File: src/rtl/instr_encoder.sv
// ---------------------------------------------------------------------------
// instr_encoder
//
// Encodes simple ARMv8-style (LEGv8 subset) instruction requests into 32-bit
// instruction words and queues them in a small output FIFO.
//
// Parameters
//   DEPTH        output FIFO entries (power of two, >= 2)
//
// Ports
//   clk          single clock, all state updates on the rising edge
//   rst_n        asynchronous active-low reset
//   flush        synchronous FIFO clear (blocks push and pop that cycle)
//   in_valid     encode request present
//   in_ready     block can accept a request
//   in_op        0=B 1=AND 2=ADD 3=ORR 4=SUB 5=STUR 6=LDUR 7=illegal
//   in_rd        Rd / Rt register number
//   in_rn        Rn register number
//   in_rm        Rm register number
//   in_imm       immediate / branch offset / memory offset
//   out_valid    out_instr holds a valid instruction (FIFO not empty)
//   out_ready    consumer takes out_instr
//   out_instr    encoded word at the FIFO head (0 when empty)
//   err_illegal  one-cycle pulse after an accepted illegal op
//   fifo_count   occupied FIFO entries
//   instr_count  instructions emitted, wrapping at 16 bits
// ---------------------------------------------------------------------------
module instr_encoder #(
  parameter int DEPTH = 4
) (
  input  logic                       clk,
  input  logic                       rst_n,
  input  logic                       flush,
  input  logic                       in_valid,
  output logic                       in_ready,
  input  logic [2:0]                 in_op,
  input  logic [4:0]                 in_rd,
  input  logic [4:0]                 in_rn,
  input  logic [4:0]                 in_rm,
  input  logic [20:0]                in_imm,
  output logic                       out_valid,
  input  logic                       out_ready,
  output logic [31:0]                out_instr,
  output logic                       err_illegal,
  output logic [$clog2(DEPTH):0]     fifo_count,
  output logic [15:0]                instr_count
);

  localparam int AW = $clog2(DEPTH);
  localparam int CW = AW + 1;

  localparam logic [2:0] OP_B    = 3'd0;
  localparam logic [2:0] OP_AND  = 3'd1;
  localparam logic [2:0] OP_ADD  = 3'd2;
  localparam logic [2:0] OP_ORR  = 3'd3;
  localparam logic [2:0] OP_SUB  = 3'd4;
  localparam logic [2:0] OP_STUR = 3'd5;
  localparam logic [2:0] OP_LDUR = 3'd6;
  localparam logic [2:0] OP_ILL  = 3'd7;

  logic [31:0]   mem [DEPTH];
  logic [AW-1:0] wr_ptr;
  logic [AW-1:0] rd_ptr;
  logic [CW-1:0] count;
  logic          ready_en;
  logic          err_q;
  logic [15:0]   icount;
  logic [31:0]   enc_word;
  logic          accept;
  logic          push;
  logic          pop;

  // ready_en holds in_ready low during reset and rises on the first clock
  // edge after reset is released. No full-bypass: a pop in the same cycle
  // does not open a slot for a push.
  assign in_ready = ready_en && (count < CW'(DEPTH)) && !flush;
  assign accept   = in_valid && in_ready;
  assign push     = accept && (in_op != OP_ILL);

  assign out_valid = (count != '0);
  assign pop       = out_valid && out_ready && !flush;

  // Head word is forced to zero when empty so stale storage never shows.
  assign out_instr   = out_valid ? mem[rd_ptr] : 32'd0;
  assign fifo_count  = count;
  assign err_illegal = err_q;
  assign instr_count = icount;

  // Instruction encoder: opcode in [31:21], remaining fields by format.
  always_comb begin
    enc_word = 32'd0;
    case (in_op)
      OP_B:    enc_word = {11'h0B0, in_imm};
      OP_AND:  enc_word = {11'h430, in_rm, 6'd0, in_rn, in_rd};
      OP_ADD:  enc_word = {11'h258, in_rm, 6'd0, in_rn, in_rd};
      OP_ORR:  enc_word = {11'h590, in_rm, 6'd0, in_rn, in_rd};
      OP_SUB:  enc_word = {11'h124, in_rm, 6'd0, in_rn, in_rd};
      OP_STUR: enc_word = {11'h7E0, in_imm[10:0], in_rn, in_rd};
      OP_LDUR: enc_word = {11'h7A2, in_imm[10:0], in_rn, in_rd};
      default: enc_word = 32'd0;
    endcase
  end

  // FIFO storage is not reset; the occupancy count alone defines validity.
  always_ff @(posedge clk) begin
    if (push) begin
      mem[wr_ptr] <= enc_word;
    end
  end

  // Control state: pointers, occupancy, ready enable, error pulse, counter.
  always_ff @(posedge clk or negedge rst_n) begin
    if (!rst_n) begin
      wr_ptr   <= '0;
      rd_ptr   <= '0;
      count    <= '0;
      ready_en <= 1'b0;
      err_q    <= 1'b0;
      icount   <= 16'd0;
    end else begin
      ready_en <= 1'b1;
      // flush forces in_ready low, so no illegal request can be accepted.
      err_q    <= accept && (in_op == OP_ILL);
      if (flush) begin
        wr_ptr <= '0;
        rd_ptr <= '0;
        count  <= '0;
      end else begin
        if (push) begin
          wr_ptr <= wr_ptr + AW'(1);
        end
        if (pop) begin
          rd_ptr <= rd_ptr + AW'(1);
          icount <= icount + 16'd1;
        end
        case ({push, pop})
          2'b10:   count <= count + CW'(1);
          2'b01:   count <= count - CW'(1);
          default: count <= count;
        endcase
      end
    end
  end

endmodule

File: config.mk
export PLATFORM = sky130hd
export DESIGN_NAME = instr_encoder
export DESIGN_NICKNAME = d
export VERILOG_FILES = /design/src/rtl/instr_encoder.sv
export SDC_FILE = /design/constraint.sdc
export NUM_CORES = 1
export LEC_CHECK = 0
export CAP_MARGIN = 15
export CORE_UTILIZATION = 45
export DETAILED_ROUTE_END_ITERATION = 10
export GPL_TIMING_DRIVEN = 1
export PLACE_DENSITY = 0.77
export REMOVE_ABC_BUFFERS = 1
export SETUP_SLACK_MARGIN = 0.02
export SLEW_MARGIN = 20
export SYNTH_ARGS = -nofsm -noshare
export SYNTH_HDL_FRONTEND = slang
export SYNTH_SLANG_ARGS = --single-unit
File: constraint.sdc
create_clock -name clk -period 4.8 [get_ports clk]
set_clock_uncertainty 0.15 [all_clocks]
set_input_delay 0.96 -clock clk [delete_from_list [all_inputs] [get_ports clk]]
set_output_delay 0.96 -clock clk [all_outputs]
set_load 0.005 [all_outputs]
Word level (Yosys, flattened, before mapping)
Memory sizes are Yosys's and may differ from the RTL's.
Index checks and enable logic that the tools add are counted.
- memory bits (writable): 128
- bits of input ports: 44
- register bits after elaboration: 25
- memories kept: 1
- memories (memory ; depth ; bits a word ; read ports ; clocked after memory_dff ; write ports ; RTL line ; text):
    mem ; 4 ; 32 ; 1 ; 0 ; 1 ; 61 ; logic [31:0] mem [DEPTH];
- muxes and demuxes: 10
- add/subtract/negate cells: 5
- reductions and logical operators: 14
- bitwise logic cells: 1
- $lt $le $gt $ge: 1
- equality and inequality tests: 10
- operators with widths (kind ; number):
    $pmux 32 s7 ; 1
    $mux 32 ; 1
    $add 16x1->16 const B ; 1
    $eq 3x3->1 const B ; 4
    $mux 2 ; 4
    $logic_and 1x1->1 ; 7
    $eq 3x2->1 const B ; 2
    $pmux 3 s2 ; 1
    $reduce_bool 3->1 ; 2
    $add 2x1->2 const B ; 2
    $reduce_bool 2->1 ; 2
    $add 3x1->3 const B ; 1
    $eq 3x1->1 const B ; 1
    $logic_not 3->1 ; 1
    $lt 3x3->1 const B ; 1
    $mux 3 ; 1
    $ne 3x3->1 const B ; 1
    $sub 3x1->3 const B ; 1
    $eq 2x1->1 const B ; 1
    $eq 2x2->1 const B ; 1
    $mux 1 ; 2
    $reduce_and 2->1 ; 1
    $logic_not 1->1 ; 1
    $not 1->1 ; 1

Depth between registers and ports, before layout
- word-level depth: 8
- mapped depth: 8
- gate-level depth less buffers: 7

Least setup slack after synthesis
No wires, ideal clock.
- kind: in2reg
- start point: input in_op[1]
- end point: register count[2] (netlist: fifo_count[2])
- buffers on the path: 1
- setup slack: 2.150 ns
- stages: 8
- data arrival time: 2.375 ns
- cells stage by stage: buf_6 > nand3_1 > nand2_4 > and2_2 > fa_1 > and4_2 > nor3_1 > nor3b_2
- longest elaborated chain between the ends: 5
- elaborated cells on any way between the ends: 7
- those cells by class: 3 x eq/ne; 2 x mux; 2 x reduce/logical
- ends and longest elaborated chain (element ; RTL line ; text):
    start: declaration ; 36 ; input logic [2:0] in_op,
    $ne 3x3->1 (*) ; 78 ; assign push = accept && (in_op != OP_ILL);
    $logic_and 1x1->1 (*) ; 78 ;
    $eq 2x1->1 / $eq 2x2->1 (equally long branches) ; 136 ; case ({push, pop})
    $pmux 3 s2 ; 136 ;
    $mux 3 ; 124 ; if (flush) begin
    end signal: assignment ; 137 ; 2'b10: count <= count + CW'(1);
    end signal: assignment ; 138 ; 2'b01: count <= count - CW'(1);
    end signal: assignment ; 139 ; default: count <= count;
    end: declaration ; 64 ; logic [CW-1:0] count;
Mark *: on every way between the ends. The rest lies on a longest branch, timed or not.
A chain may end at the register's enable or synchronous reset.

Worst setup path in the final report
- start point: register rd_ptr[0]
- end point: output out_instr[23]
- longest elaborated chain between the ends: 2
- ends and longest elaborated chain (element ; RTL line ; text):
    start: declaration ; 63 ; logic [AW-1:0] rd_ptr;
    start signal: assignment ; 133 ; rd_ptr <= rd_ptr + AW'(1);
    $mem_v2 4x32 ; - ;
    $mux 32 ; 84 ; assign out_instr = out_valid ? mem[rd_ptr] : 32'd0;
    end: declaration ; 43 ; output logic [31:0] out_instr,
Every way passes these cells.

==> metrics.yaml <==
fin_util: 0.588
drt-pass1-iter-count: 5
multi_input_area_um2: 2120
synth.distinct_cells: 51
route.detailed.drc: 0
ys.flop_type: "edfxtp_1"
period_share: 0.790
finalWeightedCongestion: 0.821
grt_pass1_vias: 4079
n_fill_cell: 1101
synth_edf_count: 124
syn_to_final_growth_pct: 25.2
hold_path.class: "flip-flop to flip-flop"
chipHeight_um: 123
critPathArrivalTime_ps: 2680
synth_top_cell_by_area: "edfxtp_1"
fin_crit_ps: 3790
pin_count: 98
maxCapViolCount: 0
start_util: 0.470
globalRouteOverflowTotal: 0
cpPeakStageDelay_ps: 800
grt_util_all_layers: 0.198
end_kind: "output pin"
numCtsBuffers: 17
cts_tree: "done"
clkSinkCount: 149
detail-route-antenna-nets: 0
postCtsSetupBuffers: 0
ys_seq_area_frac: 0.656
slew_viol_final: 0
htreeDepth: 4
crit_family: "flip-flops"
via_count: 3997
postCtsHoldBufs: 0
cts_resized: 0
status: "complete, no violations"
grt_pass1_wl_um: 21500
antennaDiodeCount: 0
fin_tns_setup_ps: 0
max_freq_ghz: 0.264
power_density_nw_per_um2: 465
slew-limit-headroom: 0.416
crit_chain: "buf_4, mux4_2, and2_1, clkdlybuf4s50_1"
critPathLaunchType: "flip-flop"
cts.path.max_buffers: 2
setup-violations-final: 0
die-area_um2: 15200
num_rows: 43
syn_area_um2: 6630
fp.dieW_um: 123
final_nets: 571
clk_latency_ps: 420
synthCells: 423
antenna_found_initial: 0
routed_wl_um: 13900
critPathKind: "flip-flop to output pin"
viasPerCell: 5.61
wire_per_inst_um: 19.5
async_flop_share: 0.168
leakagePower_uw: 0.00295
hold_viol: 0
drive_gt1_frac: 0.156
required_ps: 3690
crit_fanout: 20
grt_max_degree: 32
clkTransAtPathRegs_ps: 60
rsz0062_at_grt: "no"
ys_seq_elements: 149
dpl_cell_area_um2: 7730
fin_area_um2: 8290
seqCellArea_um2: 4350
slowest_stage: "dfrtp_2"
port_buffers: 96
synth_top_cell_area_share: 0.562
core-area_um2: 14100
drt_iter0_markers: 325
synth_area_per_cell_um2: 15.7
path_buf_inv: 2
worst_pin_slew_ps: 877
dpl.hpwl_um: 9040
yosysWarnings: 0
ir_drop_mv: 0.242
cts-root-buf: "clkbuf_16"
synth_area_leaders: "edfxtp_1, mux4_2, dfrtp_1, and2_1, nand2_1"
## worst paths after layout
path                       depth (start not counted)            start               to  slack [ps]
setup / recovery                                   4        rd_ptr[0]    out_instr[23]        1010
hold / removal                                     1  instr_count[15]  instr_count[15]         330
setup reg to reg                                   7    fifo_count[1]    fifo_count[2]        2230
hold reg to reg                                    1  instr_count[15]  instr_count[15]         330
max in group asynchronous                          1            rst_n        rd_ptr[0]        3710
min in group asynchronous                          1            rst_n   instr_count[8]         380
## cell usage in the layout (no fill, tap or decap), types with 2 or more instances in the layout
cell,count
edfxtp_1,124
nor2b_1,6
or3_1,3
o221ai_1,5
clkinvlp_4,2
o22ai_1,10
bufinv_16,3
a22oi_1,6
clkbuf_1,3
or2_2,2
clkdlybuf4s50_1,95
clkinv_1,3
and2_1,31
nand2b_1,3
mux2i_1,7
clkinv_2,2
nand2_1,28
nand4_1,4
clkbuf_16,17
ha_1,5
o21ai_0,8
nand3_2,2
xor2_1,12
mux4_2,31
xnor2_1,9
and3_1,3
inv_1,6
nor2_1,16
dfrtp_1,24
a21oi_1,15
a21o_1,5
nor3_1,5
conb_1,2
nand3_1,4
and3_2,4
buf_4,7
## sequential cells by signal, indices dropped and copies added (netlist names)
| signal | cells |
|---|---|
| mem | 124 |
| instr_count | 16 |
| fifo_count | 3 |
| rd_ptr | 2 |
| wr_ptr | 2 |
| err_illegal | 1 |
| ready_en | 1 |
## layout make-up
type / count / share of cell area
clock buffers: 20 / 0.0526
clock inverters: 11 / 0.0163
inverters: 6 / 0.00272
multi-input cells: 244 / 0.255
flip-flops and latches: 149 / 0.525
well taps: 180 / 0.0272
repair buffers: 103 / 0.122
## power by group
group	total, µW	internal, µW	switching, µW
Sequential	1570	1470	99.8
Combinational	999	609	390
Clock	1290	807	484
## logic make-up after synthesis
kind of cell | after synthesis | share of synthesized area
adders and majority gates | 6 | 0.0125
other | 2 | 0.00113
xor gates and xnor gates | 22 | 0.0302
AOI/OAI and AO/OA | 51 | 0.0502
DFF | 149 | 0.656
and+or+nand+nor | 123 | 0.105
muxes | 40 | 0.120
buffers and inverters | 30 | 0.0242
## Yosys cell counts, types with 2 or more instances
master and number:
nand3_1 4, conb_1 2, or2_2 2, o221ai_1 5
or3_1 3, buf_4 5, buf_6 3, buf_2 5
mux4_2 31, nand2b_1 3, clkbuf_1 8, nand4_1 4
nor3_1 5, dfrtp_1 25, xor2_1 12, buf_1 3
and3_2 4, nand3_2 2, ha_1 5, edfxtp_1 124
nor2b_1 6, o22ai_1 10, and2_1 31, inv_1 6
and3_1 3, nand2_1 28, nor2_1 16, xnor2_1 9
a22oi_1 6, mux2i_1 7, a21o_1 5, o21ai_0 8
a21oi_1 15
## per-layer routing
layer	global-route usage	part of all wire	up-vias
met4	0.0858	0.021	0
met3	0.0494	0.071	24
met1	0.253	0.41	2000
met5	0	0	-
met2	0.321	0.50	167
li1	-	-	1806
## stage by stage
step	worst slack, ps	total power, µW	hold slack, ps	cells
CTS	934	3890	333	713
floorplan	1500	2070	315	399
finish	1010	3850	331	713
global route	841	4030	353	713
global placement	1170	2590	310	682
detailed placement	1100	2610	320	682
(Power assumes the default switching activity.)
